--- src/rtl/hcnt12.sv ---
// hcnt12: 12-bit programmable line/event counter that drives an external
// purely combinational magnitude comparator and turns its result into
// registered timing strobes.
//
// Optional feature macro: HCNT12_IRQ_EN (latched interrupt on hit).
//
// Ports
//   sys_clk    in   1   system clock, all state on rising edge
//   reset      in   1   synchronous active-high reset
//   cen        in   1   count enable
//   clr        in   1   synchronous counter clear (no wrap pulse)
//   din        in   12  write data for period / compare registers
//   ld_period  in   1   period <= din
//   ld_cmp     in   1   cmp_b  <= din
//   agb/aeb/alb in  1   comparator result for cnt vs cmp_b
//   irq_ack    in   1   interrupt acknowledge
//   cnt        out  12  counter value (comparator A operand)
//   cmp_b      out  12  compare register (comparator B operand)
//   wrap       out  1   pulse: counter wrapped at period
//   hit        out  1   pulse: counted past the compare value
//   win        out  1   level: cnt >= cmp_b, one cycle late
//   flag_err   out  1   sticky: comparator flags were not one-hot
//   irq        out  1   latched interrupt (0 when feature disabled)
module hcnt12 #(
    parameter logic [11:0] PERIOD_RST = 12'hFFF,
    parameter logic [11:0] CMP_RST    = 12'h000,
    localparam int unsigned W = 12
) (
    input  logic         sys_clk,
    input  logic         reset,
    input  logic         cen,
    input  logic         clr,
    input  logic [W-1:0] din,
    input  logic         ld_period,
    input  logic         ld_cmp,
    input  logic         agb,
    input  logic         aeb,
    input  logic         alb,
    input  logic         irq_ack,
    output logic [W-1:0] cnt,
    output logic [W-1:0] cmp_b,
    output logic         wrap,
    output logic         hit,
    output logic         win,
    output logic         flag_err,
    output logic         irq
);

    logic [W-1:0] period;
    logic         at_period_c;
    logic         onehot_c;

    // Wrap uses the internal equality so a period set below cnt simply rolls
    // over through 12'hFFF without a wrap pulse.
    assign at_period_c = (cnt == period);

    // Exactly one flag set: odd parity and not all three.
    assign onehot_c = (agb ^ aeb ^ alb) & ~(agb & aeb & alb);

    // Counter, configuration registers and strobes.
    always_ff @(posedge sys_clk) begin
        if (reset) begin
            cnt      <= '0;
            period   <= PERIOD_RST;
            cmp_b    <= CMP_RST;
            wrap     <= 1'b0;
            hit      <= 1'b0;
            win      <= 1'b0;
            flag_err <= 1'b0;
        end else begin
            wrap <= 1'b0;
            if (clr) begin
                cnt <= '0;
            end else if (cen) begin
                if (at_period_c) begin
                    cnt  <= '0;
                    wrap <= 1'b1;
                end else begin
                    cnt <= cnt + W'(1);
                end
            end

            if (ld_period) begin
                period <= din;
            end
            if (ld_cmp) begin
                cmp_b <= din;
            end

            hit      <= cen & aeb & ~clr;
            win      <= agb | aeb;
            flag_err <= flag_err | ~onehot_c;
        end
    end

`ifdef HCNT12_IRQ_EN
    // Latched interrupt: a new hit overrides a simultaneous acknowledge.
    always_ff @(posedge sys_clk) begin
        if (reset) begin
            irq <= 1'b0;
        end else if (hit) begin
            irq <= 1'b1;
        end else if (irq_ack) begin
            irq <= 1'b0;
        end
    end
`else
    logic unused_irq_ack;

    assign unused_irq_ack = irq_ack;
    assign irq            = 1'b0;
`endif

endmodule

--- config.mk ---
export PLATFORM = sky130hd
export DESIGN_NAME = hcnt12
export DESIGN_NICKNAME = d
export VERILOG_FILES = /design/src/rtl/hcnt12.sv
export SDC_FILE = /design/constraint.sdc
export NUM_CORES = 1
export LEC_CHECK = 0
export CAP_MARGIN = 20
export CELL_PAD_IN_SITES_DETAIL_PLACEMENT = 0
export CELL_PAD_IN_SITES_GLOBAL_PLACEMENT = 1
export CORE_MARGIN = 2
export CORE_UTILIZATION = 31
export DETAILED_ROUTE_END_ITERATION = 12
export PLACE_DENSITY = 0.81
export SYNTH_ARGS = -nofsm -noshare
export SYNTH_HDL_FRONTEND = slang
export SYNTH_SLANG_ARGS = --single-unit
--- constraint.sdc ---
create_clock -name sys_clk -period 1.6 [get_ports sys_clk]
set_clock_uncertainty 0.15 [all_clocks]
set_input_delay 0.32 -clock sys_clk [delete_from_list [all_inputs] [get_ports sys_clk]]
set_output_delay 0.32 -clock sys_clk [all_outputs]
set_load 0.05 [all_outputs]
==> key figures <==
Place
  • Setup WS pre-CTS: -249 ps
  • Port Buf Inserts: 48
  • HPWL after DPL: 2940 um
  • Final GP Congestion: 0.825

Logic synthesis
  • Cell count after synthesis: 182
  • Largest cells by area after synthesis: dfxtp_1 46%, xnor2_1 8.5%, mux2i_1 7.4%
  • Average size of a mapped cell: 9.61 sq um
  • Area leader, netlist: dfxtp_1
  • Register area share after synthesis: 0.458
  • Warnings, synthesis: 0
  • Cell variety after synth: 31
  • Cell Area, Synth: 1750 sq um
  • FF+latch count, synth: 40
  • Yosys top cell area share: 0.458
  • Post-Syn Nets: 207

Worst setup path
  • Max incr delay on CP: 380 ps
  • Worst r2r path cells: 7
  • Critical-path maximum fanout: 3
  • R2R Path End: cnt[0]
  • R2r startpoint: cnt[3]
  • Crit path buffers/inverters: 2
  • Crit end category: flop
  • Worst-path cell chain: xnor2_1 > nand4_1 > nor3_4 > buf_4 > buf_6 > or3b_1 > a21oi_2
  • Critical Path RT: 1670 ps
  • CP Data Arrival Time: between 1500 and 2000 ps
  • Crit path max-delay cell type: or3b_1
  • Crit path max-delay family: simple AND/OR/NAND/NOR gates
  • Critical Path Start Type: flop
  • Setup Crit Path Kind: flop to flop
  • Register-to-register setup slack: -70 ps

Finish
  • NumNets Final: 284
  • Diode count: 0
  • Fillers: 459
  • Layout cell share with drive strength beyond 1: 0.369
  • Area Overhead vs Synth: 76.0%

Pwr
  • PwrDens: 722 nW/um^2
  • Peak VDD IR: 620 uV
  • Total power: 2.22 mW
  • Leakage power: 1.28 nW

Floorplan
  • # IOs: 51
  • Row count: 27
  • Die Wd: 79.1 um
  • Die Ht: 79.1 um
  • Core ar.: 5470 sq um
  • Die area: 6260 sq um
  • Starting Density: 0.320

Hold path
  • Hold WC Path Type: flop to flop
  • Hold Path Sink: flag_err
  • Worst Hold Depth: 2
  • Min-delay src: flag_err

STA
  • Setup violations, final: 9
  • FMAX: 0.599 GHz
  • Post-route setup slack: -69.7 ps
  • Unrepaired setup endpoints after global routing: yes
  • Period minus WS final: roughly 1700 ps
  • Slew Viols, Final: 0
  • Tcrit/Tclk final: 1.04
  • Final Hold Fails: 0

Clock tree
  • CTS tree: done
  • Sink Count: 40
  • Max Root-Sink Buffers: 2
  • Root Driver: clkbuf_8
  • Total CTS buffers: 5
  • Clock latency on the worst-skew pair: 290 ps
  • Hold buffer count at CTS: 0
  • Reg clk slew, reported paths: 80 ps
  • H-tree depth: 2

Detailed routing
  • Routed wire per std cell: between 10 and 15 um
  • DRC violation count after routing: 0
  • Via count: between 1.5k and 2k
  • ANT nets after route: 0
  • WL final: roughly 4100 um
  • TritonRoute pass-1 iters: 4
  • Initial DRC count: 71
  • Post-DR vias/cell: 4.57

GRT
  • Gr usage total: 0.137
  • Antenna violations before repair: 0
  • Via count of the first global-routing pass: 1454
  • Total congestion overflow: 0
  • First-pass GRT wire length: 6690 um
  • Largest net degree at the start of global routing: 28

Status
  • Status: finished with violations
  • Failing checks: setup timing

Flow run
  • Max Cap Viol: 0
==> synthesized netlist by cell type <==
cell type and instances:
or3_1 1, nand2b_1 6, a31oi_1 2, inv_1 2, or4b_1 1, buf_2 3, xor2_1 1, dfxtp_1 40
a21o_1 1, a41o_1 1, xnor2_1 17, nand4_1 5, and2_1 6, nand3_1 7, a21oi_1 4, buf_4 1
or3b_1 2, nand2_1 3, clkbuf_1 6, mux2i_1 13, and3_1 4, nor2b_1 13, buf_1 1, nor4_1 1
or2_2 1, nor3_1 1, ha_1 3, nor2_1 20, nand3b_1 3, a211o_1 12, conb_1 1
==> timing repair <==
action,CTS,global route
pin swaps,13,8
buffers inserted,1,8
resized for setup,10,14
setup endpoints to repair,8,12
==> cell type report <==
| cell class | count | area, sq um | share of cell area |
|---|---|---|---|
| sequential | 40 | 848 | 0.275 |
| tap | 72 | 90.1 | 0.0293 |
| timing repair buffer | 81 | 1050 | 0.342 |
| clock buffer | 7 | 97.6 | 0.0317 |
| multi-input combinational | 129 | 977 | 0.317 |
| clock inverter | 1 | 5.00 | 0.00163 |
| inverter | 2 | 7.51 | 0.00244 |
==> worst reg2reg max path, stage by stage (launching register included) <==
cell and delay, ps:
dfxtp_4 360, xnor2_1 120, nand4_1 150, nor3_4 70
buf_4 140, buf_6 110, or3b_1 380, a21oi_2 130
==> per-stage QoR <==
step | TNS (ps) | hold WS [ps] | util | instance area [sq um] | cells
after global routing | -999 | 424 | 0.563 | 3080 | 332
after global placement | -1990 | 365 | 0.515 | 2820 | 317
final | -269 | 372 | 0.563 | 3080 | 332
after floorplan | -118 | 288 | - | 1800 | 182
after CTS | -180 | 380 | 0.541 | 2960 | 324
after detailed placement | -2230 | 367 | 0.515 | 2820 | 317
==> flip-flops by register name, indices dropped and copies added, names as in the netlist <==
name and cells:
wrap 1, flag_err 1, hit 1, win 1
cnt 12, cmp_b 12, period 12
==> metal layers <==
metal | global-route usage | share of wire | vias up
met2 | 0.223 | 0.47 | 37
li1 | - | - | 781
met4 | 0.0431 | 0.012 | 0
met5 | 0 | 0 | -
met1 | 0.169 | 0.46 | 691
met3 | 0.0489 | 0.055 | 7
==> power breakdown <==
part	switching (mW)	leakage, nW	total, mW	internal, mW
clock	0.340	0.0534	0.740	0.400
combinational	0.192	0.890	0.421	0.229
sequential	0.0395	0.338	1.06	1.02
total	0.572	1.28	2.22	1.65
==> kinds of logic after synthesis <==
kind of cell	count (synthesis)	synth area share
compound gates	20	0.0887
flops	40	0.458
simple gates	74	0.233
buf+inv	13	0.0322
fa+ha+maj	3	0.0215
mux	13	0.0744
other cells	1	0.00214
xor+xnor	18	0.0901
==> layout by cell type (no fill, tap or decap), drive strengths merged <==
cell type	synthesis	routed
mux2i	13	13
a211o	12	12
or3b	2	2
a41o	1	1
nand3	7	7
nor2	20	20
clkinv	0	1
ha	3	3
clkbuf	6	8
a21oi	4	4
nor4	1	1
nand2b	6	6
nand3b	3	3
conb	1	1
xor2	1	1
buf	5	60
or4b	1	1
a21o	1	1
and2	6	6
nand2	3	3
or2	1	1
xnor2	17	17
nor2b	13	13
inv	2	2
nor3	1	1
or3	1	1
clkdlybuf4s50	0	20
a31oi	2	2
and3	4	4
nand4	5	5
dfxtp	40	40
==> worst max-delay path by stage <==
stage	to	slack, ps	cells past startpoint	startpoint
global placement	cnt[11]	-240	6	cen
floorplan	cnt[5]	-30	7	cnt[2]
global route	cnt[0]	-140	7	cnt[7]
CTS	cnt[4]	-50	6	cnt[11]
detailed placement	cnt[4]	-250	4	cen
finish	cnt[0]	-70	7	cnt[3]
Power figures use the tool's default switching activity.
